### config.mk
export PLATFORM = sky130hd
export DESIGN_NAME = hash_msg_feeder
export DESIGN_NICKNAME = d
export VERILOG_FILES = /design/src/rtl/hash_pkg.sv /design/src/rtl/hash_byte_fifo.sv /design/src/rtl/hash_msg_feeder.sv
export SDC_FILE = /design/constraint.sdc
export NUM_CORES = 1
export LEC_CHECK = 0
export ABC_AREA = 1
export CAP_MARGIN = 20
export CORE_AREA = 2 2 261 263
export CTS_BUF_LIST = sky130_fd_sc_hd__clkbuf_8
export DETAILED_ROUTE_END_ITERATION = 6
export DIE_AREA = 0 0 263 265
export MAX_ROUTING_LAYER = met4
export SYNTH_ARGS = -nofsm -noshare
export SYNTH_HDL_FRONTEND = slang
export SYNTH_SLANG_ARGS = --single-unit
export TNS_END_PERCENT = 100
### constraint.sdc
create_clock -name clk -period 2.88 [get_ports clk]
set_input_delay 0.864 -clock clk [delete_from_list [all_inputs] [get_ports clk]]
set_output_delay 0.864 -clock clk [all_outputs]
set_load 0.005 [all_outputs]
### src/rtl/hash_pkg.sv
// hash_pkg: shared widths and FSM state encoding for the hash message feeder
package hash_pkg;
  localparam int MSG_W = 8;
  localparam int COUNTER_W = 64;
  localparam int DIGEST_W = 32;
  typedef enum logic [2:0] {IDLE, LOAD, ISSUE, GAP, WAIT_DIGEST} state_t;
endpackage

### src/rtl/hash_byte_fifo.sv
// hash_byte_fifo: synchronous byte FIFO with registered count and full/empty flags
module hash_byte_fifo
  import hash_pkg::*;
#(
  parameter int DEPTH = 16
) (
  input  logic             clk,
  input  logic             rst_n,
  input  logic             push,
  input  logic [MSG_W-1:0] din,
  input  logic             pop,
  output logic [MSG_W-1:0] dout,
  output logic             full,
  output logic             empty
);
  localparam int AW = $clog2(DEPTH);
  logic [MSG_W-1:0] mem [DEPTH];
  logic [AW-1:0] wp, rp;
  logic [AW:0] cnt;
  logic do_push, do_pop;
  assign full = cnt == (AW+1)'(DEPTH);
  assign empty = cnt == '0;
  assign do_push = push && !full;
  assign do_pop = pop && !empty;
  assign dout = mem[rp];
  // storage write, no reset needed since pointers gate visibility
  always_ff @(posedge clk)
    if (rst_n && do_push) mem[wp] <= din;
  // pointers and occupancy; pointers wrap naturally at power-of-two depth
  always_ff @(posedge clk)
    if (!rst_n) begin
      wp <= '0;
      rp <= '0;
      cnt <= '0;
    end else begin
      wp <= wp + AW'(do_push);
      rp <= rp + AW'(do_pop);
      cnt <= cnt + (AW+1)'(do_push) - (AW+1)'(do_pop);
    end
endmodule

### src/rtl/hash_msg_feeder.sv
// hash_msg_feeder: buffers host bytes and paces them into the hash core, returns digest (optional watchdog: HASH_FEEDER_TIMEOUT_EN)
module hash_msg_feeder
  import hash_pkg::*;
#(
  parameter int FIFO_DEPTH = 16,
  parameter int BYTE_GAP = 6,
  parameter int TIMEOUT_CYCLES = 256
) (
  input  logic                 clk,
  input  logic                 rst_n,
  input  logic                 start,
  input  logic [COUNTER_W-1:0] msg_len,
  output logic                 busy,
  input  logic [MSG_W-1:0]     in_byte,
  input  logic                 in_valid,
  output logic                 in_ready,
  output logic [DIGEST_W-1:0]  digest,
  output logic                 digest_valid,
  output logic                 error,
  output logic [MSG_W-1:0]     hash_message,
  output logic                 hash_m_valid,
  output logic [COUNTER_W-1:0] hash_counter,
  input  logic [DIGEST_W-1:0]  hash_digest,
  input  logic                 hash_ready
);
  localparam int GW = $clog2(BYTE_GAP + 1);
  state_t state;
  logic [COUNTER_W-1:0] remaining;
  logic [GW-1:0] gap_cnt;
  logic ready_q, full, empty, pop;
  logic [MSG_W-1:0] fifo_q;
  assign busy = state != IDLE;
  assign in_ready = !full;
  assign pop = state == LOAD && !empty;
  hash_byte_fifo #(.DEPTH(FIFO_DEPTH)) u_fifo (
    .clk   (clk),
    .rst_n (rst_n),
    .push  (in_valid),
    .din   (in_byte),
    .pop   (pop),
    .dout  (fifo_q),
    .full  (full),
    .empty (empty)
  );
`ifdef HASH_FEEDER_TIMEOUT_EN
  localparam int TW = $clog2(TIMEOUT_CYCLES + 1);
  logic [TW-1:0] to_cnt;
  // watchdog counter runs only while waiting for the digest, cleared on entry
  always_ff @(posedge clk)
    if (!rst_n) begin
      to_cnt <= '0;
      error <= 1'b0;
    end else begin
      to_cnt <= state == WAIT_DIGEST ? to_cnt + TW'(1) : '0;
      error <= state == WAIT_DIGEST && !(hash_ready && !ready_q) && to_cnt == TW'(TIMEOUT_CYCLES - 1);
    end
`else
  assign error = 1'b0;
`endif
  // sequencing FSM: ISSUE+GAP span BYTE_GAP-1 cycles, LOAD adds one, so pulses are exactly BYTE_GAP apart
  always_ff @(posedge clk)
    if (!rst_n) begin
      state <= IDLE;
      remaining <= '0;
      gap_cnt <= '0;
      ready_q <= 1'b0;
      digest <= '0;
      digest_valid <= 1'b0;
      hash_message <= '0;
      hash_m_valid <= 1'b0;
      hash_counter <= '0;
    end else begin
      ready_q <= hash_ready;
      hash_m_valid <= 1'b0;
      digest_valid <= 1'b0;
      case (state)
        IDLE: if (start && msg_len != '0) begin
          hash_counter <= msg_len;
          remaining <= msg_len;
          state <= LOAD;
        end
        LOAD: if (!empty) begin
          hash_message <= fifo_q;
          hash_m_valid <= 1'b1;
          state <= ISSUE;
        end
        ISSUE: begin
          gap_cnt <= '0;
          state <= GAP;
        end
        GAP: if (gap_cnt == GW'(BYTE_GAP - 3)) begin
          remaining <= remaining - 1'b1;
          state <= remaining == COUNTER_W'(1) ? WAIT_DIGEST : LOAD;
        end else gap_cnt <= gap_cnt + 1'b1;
        WAIT_DIGEST: if (hash_ready && !ready_q) begin
          digest <= hash_digest;
          digest_valid <= 1'b1;
          hash_counter <= '0;
          state <= IDLE;
        end
`ifdef HASH_FEEDER_TIMEOUT_EN
        else if (to_cnt == TW'(TIMEOUT_CYCLES - 1)) begin
          hash_counter <= '0;
          state <= IDLE;
        end
`endif
        default: state <= IDLE;
      endcase
    end
endmodule

Yosys cells after proc, flatten, opt, wreduce, memory -nomap -nowiden. Memory sizes are Yosys's and may differ from the RTL's. A register that Yosys moved wholly into a read port is not among the register bits. Cells that the tools add are included.

$add $sub $neg: 6. Multiply operators: 0. Divide/modulo/power cells: 0. Magnitude comparators: 0. Eq/ne operators: 12. Shift operators: 0. Mux-type cells: 17. Bitwise operators: 1. Reduce and logical (&&, ||, !) cells: 25.

Operators with widths (number): $pmux 64 s2 (2); $mux 64 (3); $eq 64x1->1 const B (1); $reduce_bool 64->1 (1); $sub 64x1->64 const B (1); $mux 3 (6); $pmux 3 s5 (1); $ne 2x2->1 const B (5); $reduce_and 2->1 (5); $eq 3x2->1 const B (3); $add 4x1->4 (2); $logic_and 1x1->1 (6); $pmux 3 s2 (1); $reduce_and 3->1 (2); $reduce_bool 2->1 (3); $add 5x1->5 (1); $eq 5x5->1 const B (1); $logic_not 5->1 (1); $sub 5x1->5 (1); $logic_not 1->1 (4); $mux 1 (4); $reduce_and 4->1 (1); $add 3x1->3 const B (1); $eq 3x1->1 const B (1); other kinds (4) (4).

Register bits after elaboration: 182. Bits in latches: 0. Bits in writable memories: 128. ROM bits: 0. Input bits: 109. Memories: 1.

Memories: u_fifo.mem (depth 16, width 8, read ports 1, clocked after Yosys merged registers in 1, wr ports 1, line hash_byte_fifo.sv:17) `logic [MSG_W-1:0] mem [DEPTH];`.

Logic depth before layout (Yosys ltp). Gate-level depths: netlist (run 1).

Word-level depth: 6. Gate-level depth with buffers: 16. Mapped depth without buffers: 15.

Hierarchy. A second synthesis (run 1) with hierarchy kept.

Cells, all modules: 2438. Area, all modules: 16612.2 um^2.

By module, submodules not included: hash_msg_feeder (instances 1, cells each 1808, area an instance 10299.9 um^2, sequential area each 3543.4 um^2); hash_byte_fifo (instances 1, cells each 630, area an instance 6312.3 um^2, sequential area each 4103.9 um^2).

Worst setup path after synthesis (run 1). No wires, ideal clock.

Path kind: register -> register. Start: register u_fifo.cnt[3]. End: register u_fifo.cnt[4]. Data arrival time: 2.659 ns. Path slack: 0.098 ns. Stages on the path, launching flop included: 17. Cells stage by stage: dfxtp_1 > inv_1 > ha_1 > nand3_1 > or2_2 > nand2_1 > clkinv_1 > buf_1 > ha_1 > inv_1 > ha_1 > inv_1 > fa_1 > o21ai_0 > a21oi_1 > o21ai_0 > a21oi_1.

Cells in the longest elaborated chain, start to end: 5.

RTL lines: from (decl) (line hash_byte_fifo.sv:19) `logic [AW:0] cnt;`; from (signal assigned) (line hash_byte_fifo.sv:38) `cnt <= cnt + (AW+1)'(do_push) - (AW+1)'(do_pop);`; $logic_not 5->1 (line hash_byte_fifo.sv:22) `assign empty = cnt == '0;`; $logic_not 1->1 (line hash_msg_feeder.sv:34) `assign pop = state == LOAD && !empty;`; $logic_and 1x1->1 (line hash_msg_feeder.sv:34); net pop (line hash_msg_feeder.sv:30) `logic ready_q, full, empty, pop;`; $logic_and 1x1->1 (line hash_byte_fifo.sv:24) `assign do_pop = pop && !empty;`; $sub 5x1->5 (line hash_byte_fifo.sv:38).

The timed path passes the listed nets, and every way through them passes these cells. A chain may end at the register's enable or synchronous reset.

Final worst setup path (run 1).
Start: register u_fifo.cnt[2]. End: output port in_ready.

Cells in the longest elaborated chain, start to end: 2.

RTL lines: $eq 5x5->1 (line hash_byte_fifo.sv:21) `assign full = cnt == (AW+1)'(DEPTH);`; $logic_not 1->1 (line hash_msg_feeder.sv:33) `assign in_ready = !full;`; to (decl) (line hash_msg_feeder.sv:16) `output logic in_ready,`.

Every way passes these cells.

==> metrics list, run 1 <==
- Result of the run: finished, final reports clean
- Largest net degree at the start of global routing: 176
- Worst slew pin tran: 1.02 ns
- For this run the aggregate overflow at the end of global routing stands at 0.
- In this run the critical register-to-register path is launched from u_fifo.cnt[2].
* Mean area per synthesized cell: 7.01 um^2
- Async set or reset register ratio after synthesis: 0%
* CP Data Arrival Time: 1.76 ns
- Pwr per Cell Area: 971 nW/um^2
* # setup viols final: 0
* Max-capacitance violation count: 0
- Between clock sinks in the finished design, the worst skew comes to 0.0274 ns.
- Drt first pass iters: 5
- Fin worst setup slack: 0.253 ns
* Drc violations: 0
- Biggest fanout along the worst timing path: 2
- H-Tree Level Count: 2
- Placed insts: 3370
* Die area: 69700 um^2
- Max-slew headroom at the worst pin: 32.1%
* Data required, critical path: 2.02 ns
- Startpoint class of the critical path: register
* Peak ir drop on the vdd network: 0.000436 V
* Ys flop type: sky130_fd_sc_hd__dfxtp_1
- Overall power consumption after layout is estimated at 20300 uW.
* Final hold violation count: 0
- Deepest clock path buffer count: 3
* Number of setup buffers added after CTS: 0
- The worst path in the final design needs a cycle of 2.63 ns, including I/O delays and setup.
* Die Span Y: 265 um
- Clock tree synthesis found a total of 318 sinks.
- Layout cells sized above 1: 8.29%
- In this run the worst setup path begins at u_fifo.cnt[2].
* Netlist area before placement: 16000 um^2
- Number of top-level pins: 218
- In this run the static leakage power is 0.00904 uW.
- The number of different library cells used by synthesis comes to 34.
- Flops & latches, synth: 318
- Start point of the worst hold path: gap_cnt[2]
- The net count of the finished layout is 2680.
- Global routing consumed, over all layers together, 15.6% of the routing resources.
- The worst setup path is of the reg2out kind.
- sky130_fd_sc_hd__edfxtp_1 takes more of the synthesized area than any other cell.
- Sequential cell area fraction in the yosys report: 47.9%
* Number of vias per cell after detailed routing: 4.46
* Initial antenna violation count: 0
* PortBufs: 216
- The path class of the tightest hold or removal check is reg2reg.
- Number of global-route vias before repair: 14500
- Effective utilization at floorplan: 23.9%
* Width of the die: 263 um
- Clock transition at the registers of the reported paths: 0.06 ns
* Hpwl dp: 38000 um
- Wires add up to 54300 um.
* Clock tree from TritonCTS: done
* Cell count after synthesis: 2279
- Rows: 95
- The clock reaches the later pin of the worst-skew pair after 0.65 ns.
- Final Slew Violations: 0
- Crit end category: primary output
* Area share of the leading cell type in the synthesized netlist: 24.1%
- The detailed router finished its first iteration with 1361 violations.
- The worst path uses 91.2% of the clock period.
* Layout-stage area growth over the synthesis result: 31.2%
- Post-detailed-route wirelength per cell: 15.6 um
* Most frequently used cell type in the post-synthesis netlist: sky130_fd_sc_hd__nor2_1
- Before CTS, the worst setup slack after placement is -0.171 ns.
- In this run the clock root is driven by a sky130_fd_sc_hd__clkbuf_8.
- Number of enable-type register cells in the synthesized netlist: 128
- Counting every net in the synthesized netlist gives 2403.
- Counting the buffers created by CTS gives 57.
* Area of the core: 66800 um^2
- By area the synthesized netlist is led by sky130_fd_sc_hd__edfxtp_1 24%, sky130_fd_sc_hd__dfxtp_1 24%, sky130_fd_sc_hd__nor2_1 15%.
* Wire length of the first global-routing pass: 83000 um
* Final hold slack: 0.471 ns
- Achievable clock frequency: 0.381 GHz
* Via count of the routed design: 15500
- Once detail routing completed, the nets flagged for antenna violations numbered 0.
- By count the netlist is led by 624 x sky130_fd_sc_hd__nor2_1, 594 x sky130_fd_sc_hd__nand2_1, 190 x sky130_fd_sc_hd__dfxtp_1.
- The congestion estimate from routability-driven global placement came to 0.949.
- Unrepaired setup endpoints after global routing: false
- Number of cells in the finished layout apart from fillers: 3478
- Count of warnings emitted by yosys: 0
-- what timing repair did --
action,CTS,global route
pin swaps,1,1
hold buffers,0,0
endpoints found under the setup margin,2,2
resized for setup,2,6
-- cell type report --
cell class / instances / area, um^2
fill: 7257 / 45900
sequential: 318 / 7650
multi-input combinational: 1698 / 7300
timing repair buffer: 330 / 3180
tap: 873 / 1090
clock buffer: 62 / 853
inverter: 151 / 567
clock inverter: 45 / 307
antenna: 1 / 2.50
-- sequential cells by signal, indices dropped and copies added, names as in the netlist, 4 cells and up --
register and cells:
u_fifo.mem 128, hash_counter 64, remaining 64, digest 32, hash_message 8, u_fifo.cnt 5, u_fifo.rp 4, u_fifo.wp 4
-- cells in the final DEF (no fill, tap or decap), drive strengths merged --
master	netlist	routed
a211oi	1	1
a21oi	85	85
buf	50	115
bufinv	0	3
clkbuf	62	63
clkdlybuf4s50	0	213
clkinv	3	21
conb	1	1
dfxtp	190	190
diode	0	1
dlygate4sd2	0	1
edfxtp	128	128
fa	1	1
ha	14	14
inv	148	172
nand2	598	598
nand3	174	174
nand3b	1	1
nand4	2	2
nor2	629	629
nor3	3	3
o211a	1	1
o211ai	32	32
o21ai	143	143
o21bai	1	1
or2	1	1
xnor2	2	2
xor2	9	9
-- critical path, stage by stage (launching register included) --
cell and delay, ns:
sky130_fd_sc_hd__dfxtp_1 0.31, sky130_fd_sc_hd__inv_1 0.08, sky130_fd_sc_hd__ha_1 0.17, sky130_fd_sc_hd__nand4_1 0.21, sky130_fd_sc_hd__dlygate4sd2_1 0.34
-- metrics by stage --
stage	setup TNS [ns]	cell area, um^2	util, %
3_3_place_gp	-12.34	19800	29.6
4_1_cts	0	20900	31.4
3_5_place_dp	-12.98	19800	29.6
6_report	0	21000	31.4
5_1_grt	0	20900	31.4
2_1_floorplan	0	16000	-
-- routing by layer --
layer / wire length, um / GRT usage [%] / share of wire (%) / vias up
met1: 26900 / 22.1 / 49 / 7096
met5: 0 / - / 0 / -
met3: 4890 / 4.64 / 9.0 / 76
met4: 1200 / 4.26 / 2.2 / 0
li1: - / - / - / 7837
met2: 21400 / 21.3 / 39 / 505
-- where the power goes --
group | internal, uW | switching (uW)
clock network | 2270 | 2020
registers | 5620 | 738
logic | 3730 | 5960
total | 11600 | 8720
-- worst paths after layout --
kind	to	slack [ns]	depth (start not counted)
max	in_ready	0.25	4
min	gap_cnt[2]	0.47	2
max reg2reg	u_fifo.cnt[4]	0.28	15
min reg2reg	gap_cnt[2]	0.47	2
-- kinds of logic after synthesis --
group | count (synthesis) | synth area share [%]
simple gates | 1408 | 34.9
flops | 318 | 47.9
compound gates | 263 | 8.83
buf+inv | 263 | 6.53
fa+ha+maj | 15 | 1.22
xor+xnor | 11 | 0.603
other cells | 1 | 0.0235
Power figures use the tool's default switching activity.
==> run 2: changes to the inputs <==
--- a/config.mk
+++ b/config.mk
@@ -12,6 +12,7 @@
 export DETAILED_ROUTE_END_ITERATION = 6
 export DIE_AREA = 0 0 263 265
 export MAX_ROUTING_LAYER = met4
+export PLACE_DENSITY_LB_ADDON = 0.12
 export SYNTH_ARGS = -nofsm -noshare
 export SYNTH_HDL_FRONTEND = slang
 export SYNTH_SLANG_ARGS = --single-unit
==> metrics list, run 2 (same netlist as run 1, synthesis figures left out) <==
* Final GP Congestion: 0.907
- For this run the aggregate overflow at the end of global routing stands at 0.
- Across all layers, the routed design uses 15500 vias.
* Drt first pass iters: 5
- The analysis attributes to cell leakage a power of 0.00904 uW.
- Layout-stage area growth over the synthesis result: 30.9%
* # setup viols final: 0
* Number of buffers added by the clock tree synthesis step: 60
- Max-slew headroom at the worst pin: 37.8%
- The worst register-to-register path begins at u_fifo.cnt[3].
- Largest register FFs: 128
* Number of cells in the finished layout apart from fillers: 3483
- Measured along the y axis, the die boundary spans 265 um.
- Critical path capture point: u_fifo.cnt[4]
- Using the TritonRoute via totals, the vias-per-cell ratio works out to 4.46.
- Number of sinks handled by clock tree synthesis: 318
- Global routing used 17.3% of the available tracks.
* PortBufs: 216
- Measured along the x axis, the die boundary spans 263 um.
- Counting the fill cells in the layout gives 7286.
* Hpwl dp: 41700 um
- Worst slew pin tran: 0.933 ns
- The number of antenna violations at the first check in global routing is 2.
- STA puts the critical path data required time at 3.42 ns.
- Dividing the final minimum period by the clock period gives 91.1%.
- Across the VDD grid, the largest voltage drop is 0.000452 V.
* R2r endpoint: u_fifo.cnt[4]
* Wire length of the first global-routing pass: 91600 um
* Placed insts: 3369
* Area of the core: 66800 um^2
* Crit end category: register
- Based on the critical path, the design can be clocked at up to 0.381 GHz.
* Leading cell type in the layout, fill and taps excluded: sky130_fd_sc_hd__nor2_1
- Die area: 69700 um^2
* Layout cells sized above 1: 8.44%
- Category of the most critical setup path: reg2reg
- For this run, the share of the core covered by cells in the final layout is 31.3%.
* Effective utilization at floorplan: 23.9%
- The completed layout was analyzed and its total power is 20300 uW.
* Register-to-Register Setup Slack: 0.26 ns
- The H-tree was split into 2 levels.
* Highest-count cells in the layout ignoring fill and taps: 623 x sky130_fd_sc_hd__nor2_1, 592 x sky130_fd_sc_hd__nand2_1, 213 x sky130_fd_sc_hd__clkdlybuf4s50_1
- Clock transition at the registers of the reported paths: 0.06 ns
- The worst path in the final design needs a cycle of 2.62 ns, including I/O delays and setup.
* Final hold violation count: 0
* Post-detailed-route wirelength per cell: 17.0 um
* Largest net degree at the start of global routing: 164
- Number of top-level pins: 218
* Drc violations: 0
- Result of the run: finished, final reports clean
* Final Slew Violations: 0
- Max-capacitance violation count: 0
- Setup repair after global routing left no endpoint under its margin.
- The first routing iteration left 1019 violations.
- Pwr per Cell Area: 971 nW/um^2
* Biggest fanout along the worst timing path: 3
- Number of setup buffers added after CTS: 0
* Deepest clock path buffer count: 3
* Classification of the worst-slack hold path: reg2reg
* Worst Hold Depth: 2
- Layout Nets: 2682
- Largest reg by FF count: u_fifo.mem
- Final hold slack: 0.472 ns
- In this run the core area contains 95 standard-cell rows.
* CP Data Arrival Time: 3.16 ns
- For the final routed database, the setup TNS stands at 0 ns.
- The worst register-to-register path has a depth of 15.
- CTS placed an instance of sky130_fd_sc_hd__clkbuf_8 at the clock tree root.
- Startpoint class of the critical path: register
* Total Wirelength: 59100 um
- Launching instance or port of the critical path: u_fifo.cnt[3]
* Number of global-route vias before repair: 15500
- Start point of the worst hold path: gap_cnt[2]
* Antenna Nets Post-Route: 0
- The clock reaches the later pin of the worst-skew pair after 0.69 ns.
- Final clock skew: 0.0391 ns
- In the final layout, the registers with the most flip-flops are u_fifo.mem (128), hash_counter (64), remaining (64).
- Clock tree from TritonCTS: done
==> run 2: through the flow <==
| step | setup slack [ns] | instance area, um^2 |
|---|---|---|
| after global routing | 0.0134 | 20900 |
| after floorplan | 0.0985 | 16000 |
| after global placement | -0.403 | 19800 |
| after detailed placement | -0.430 | 19800 |
| final | 0.257 | 20900 |
| after CTS | 0.112 | 20900 |
==> run 2: cell type report <==
| type | instances | area (um^2) | area share [%] |
|---|---|---|---|
| Clock buffer | 67 | 922 | 4.41 |
| Multi-Input combinational cell | 1698 | 7300 | 34.9 |
| Sequential cell | 318 | 7650 | 36.6 |
| Timing Repair Buffer | 329 | 3160 | 15.1 |
| Antenna cell | 2 | 5.00 | 0.0239 |
| Inverter | 151 | 567 | 2.71 |
| Clock inverter | 45 | 203 | 0.970 |
| Tap cell | 873 | 1090 | 5.23 |
==> run 2: worst min path at each step <==
stage | to
CTS | u_fifo.wp[0]
detailed placement | gap_cnt[2]
global route | u_fifo.wp[0]
finish | gap_cnt[2]
global placement | gap_cnt[2]
floorplan | gap_cnt[2]
==> run 2: layer usage <==
layer  global-route usage, %  share of wire, %  vias up
met4                    4.31               1.8        0
met5                       -                 0        -
met1                    24.1                50     7153
li1                        -                 -     7849
met3                    3.96               7.1       76
met2                    25.1                41      442
==> run 2: critical path, stage by stage, from the launching register on <==
cell and delay [ns]:
sky130_fd_sc_hd__dfxtp_1 0.31, sky130_fd_sc_hd__inv_1 0.07, sky130_fd_sc_hd__ha_1 0.16, sky130_fd_sc_hd__nand3_1 0.08, sky130_fd_sc_hd__or2_2 0.30, sky130_fd_sc_hd__nand2_2 0.09
sky130_fd_sc_hd__clkinv_1 0.09, sky130_fd_sc_hd__ha_1 0.29, sky130_fd_sc_hd__inv_1 0.05, sky130_fd_sc_hd__ha_1 0.15, sky130_fd_sc_hd__inv_1 0.05, sky130_fd_sc_hd__fa_1 0.39
sky130_fd_sc_hd__o21ai_1 0.16, sky130_fd_sc_hd__a21oi_1 0.10, sky130_fd_sc_hd__o21ai_0 0.15, sky130_fd_sc_hd__a21oi_1 0.05
==> run 2: power breakdown <==
part / internal, uW / total (uW) / switching [uW]
Combinational: 3650 / 9680 / 6030
Sequential: 5620 / 6410 / 787
Clock: 2140 / 4220 / 2080
==> run 2: repair_timing <==
item / in CTS / in global routing
hold buffers: 0 / 0
setup endpoints to repair: 2 / 1
resized for setup: 5 / 2
gates cloned: 0 / 0
==> run 3: changes to the inputs <==
--- a/config.mk
+++ b/config.mk
@@ -16,4 +16,3 @@
 export SYNTH_ARGS = -nofsm -noshare
 export SYNTH_HDL_FRONTEND = slang
 export SYNTH_SLANG_ARGS = --single-unit
-export TNS_END_PERCENT = 100
==> results of run 3 <==
No change in the layout: final DEF, timing and power equal those of run 2.
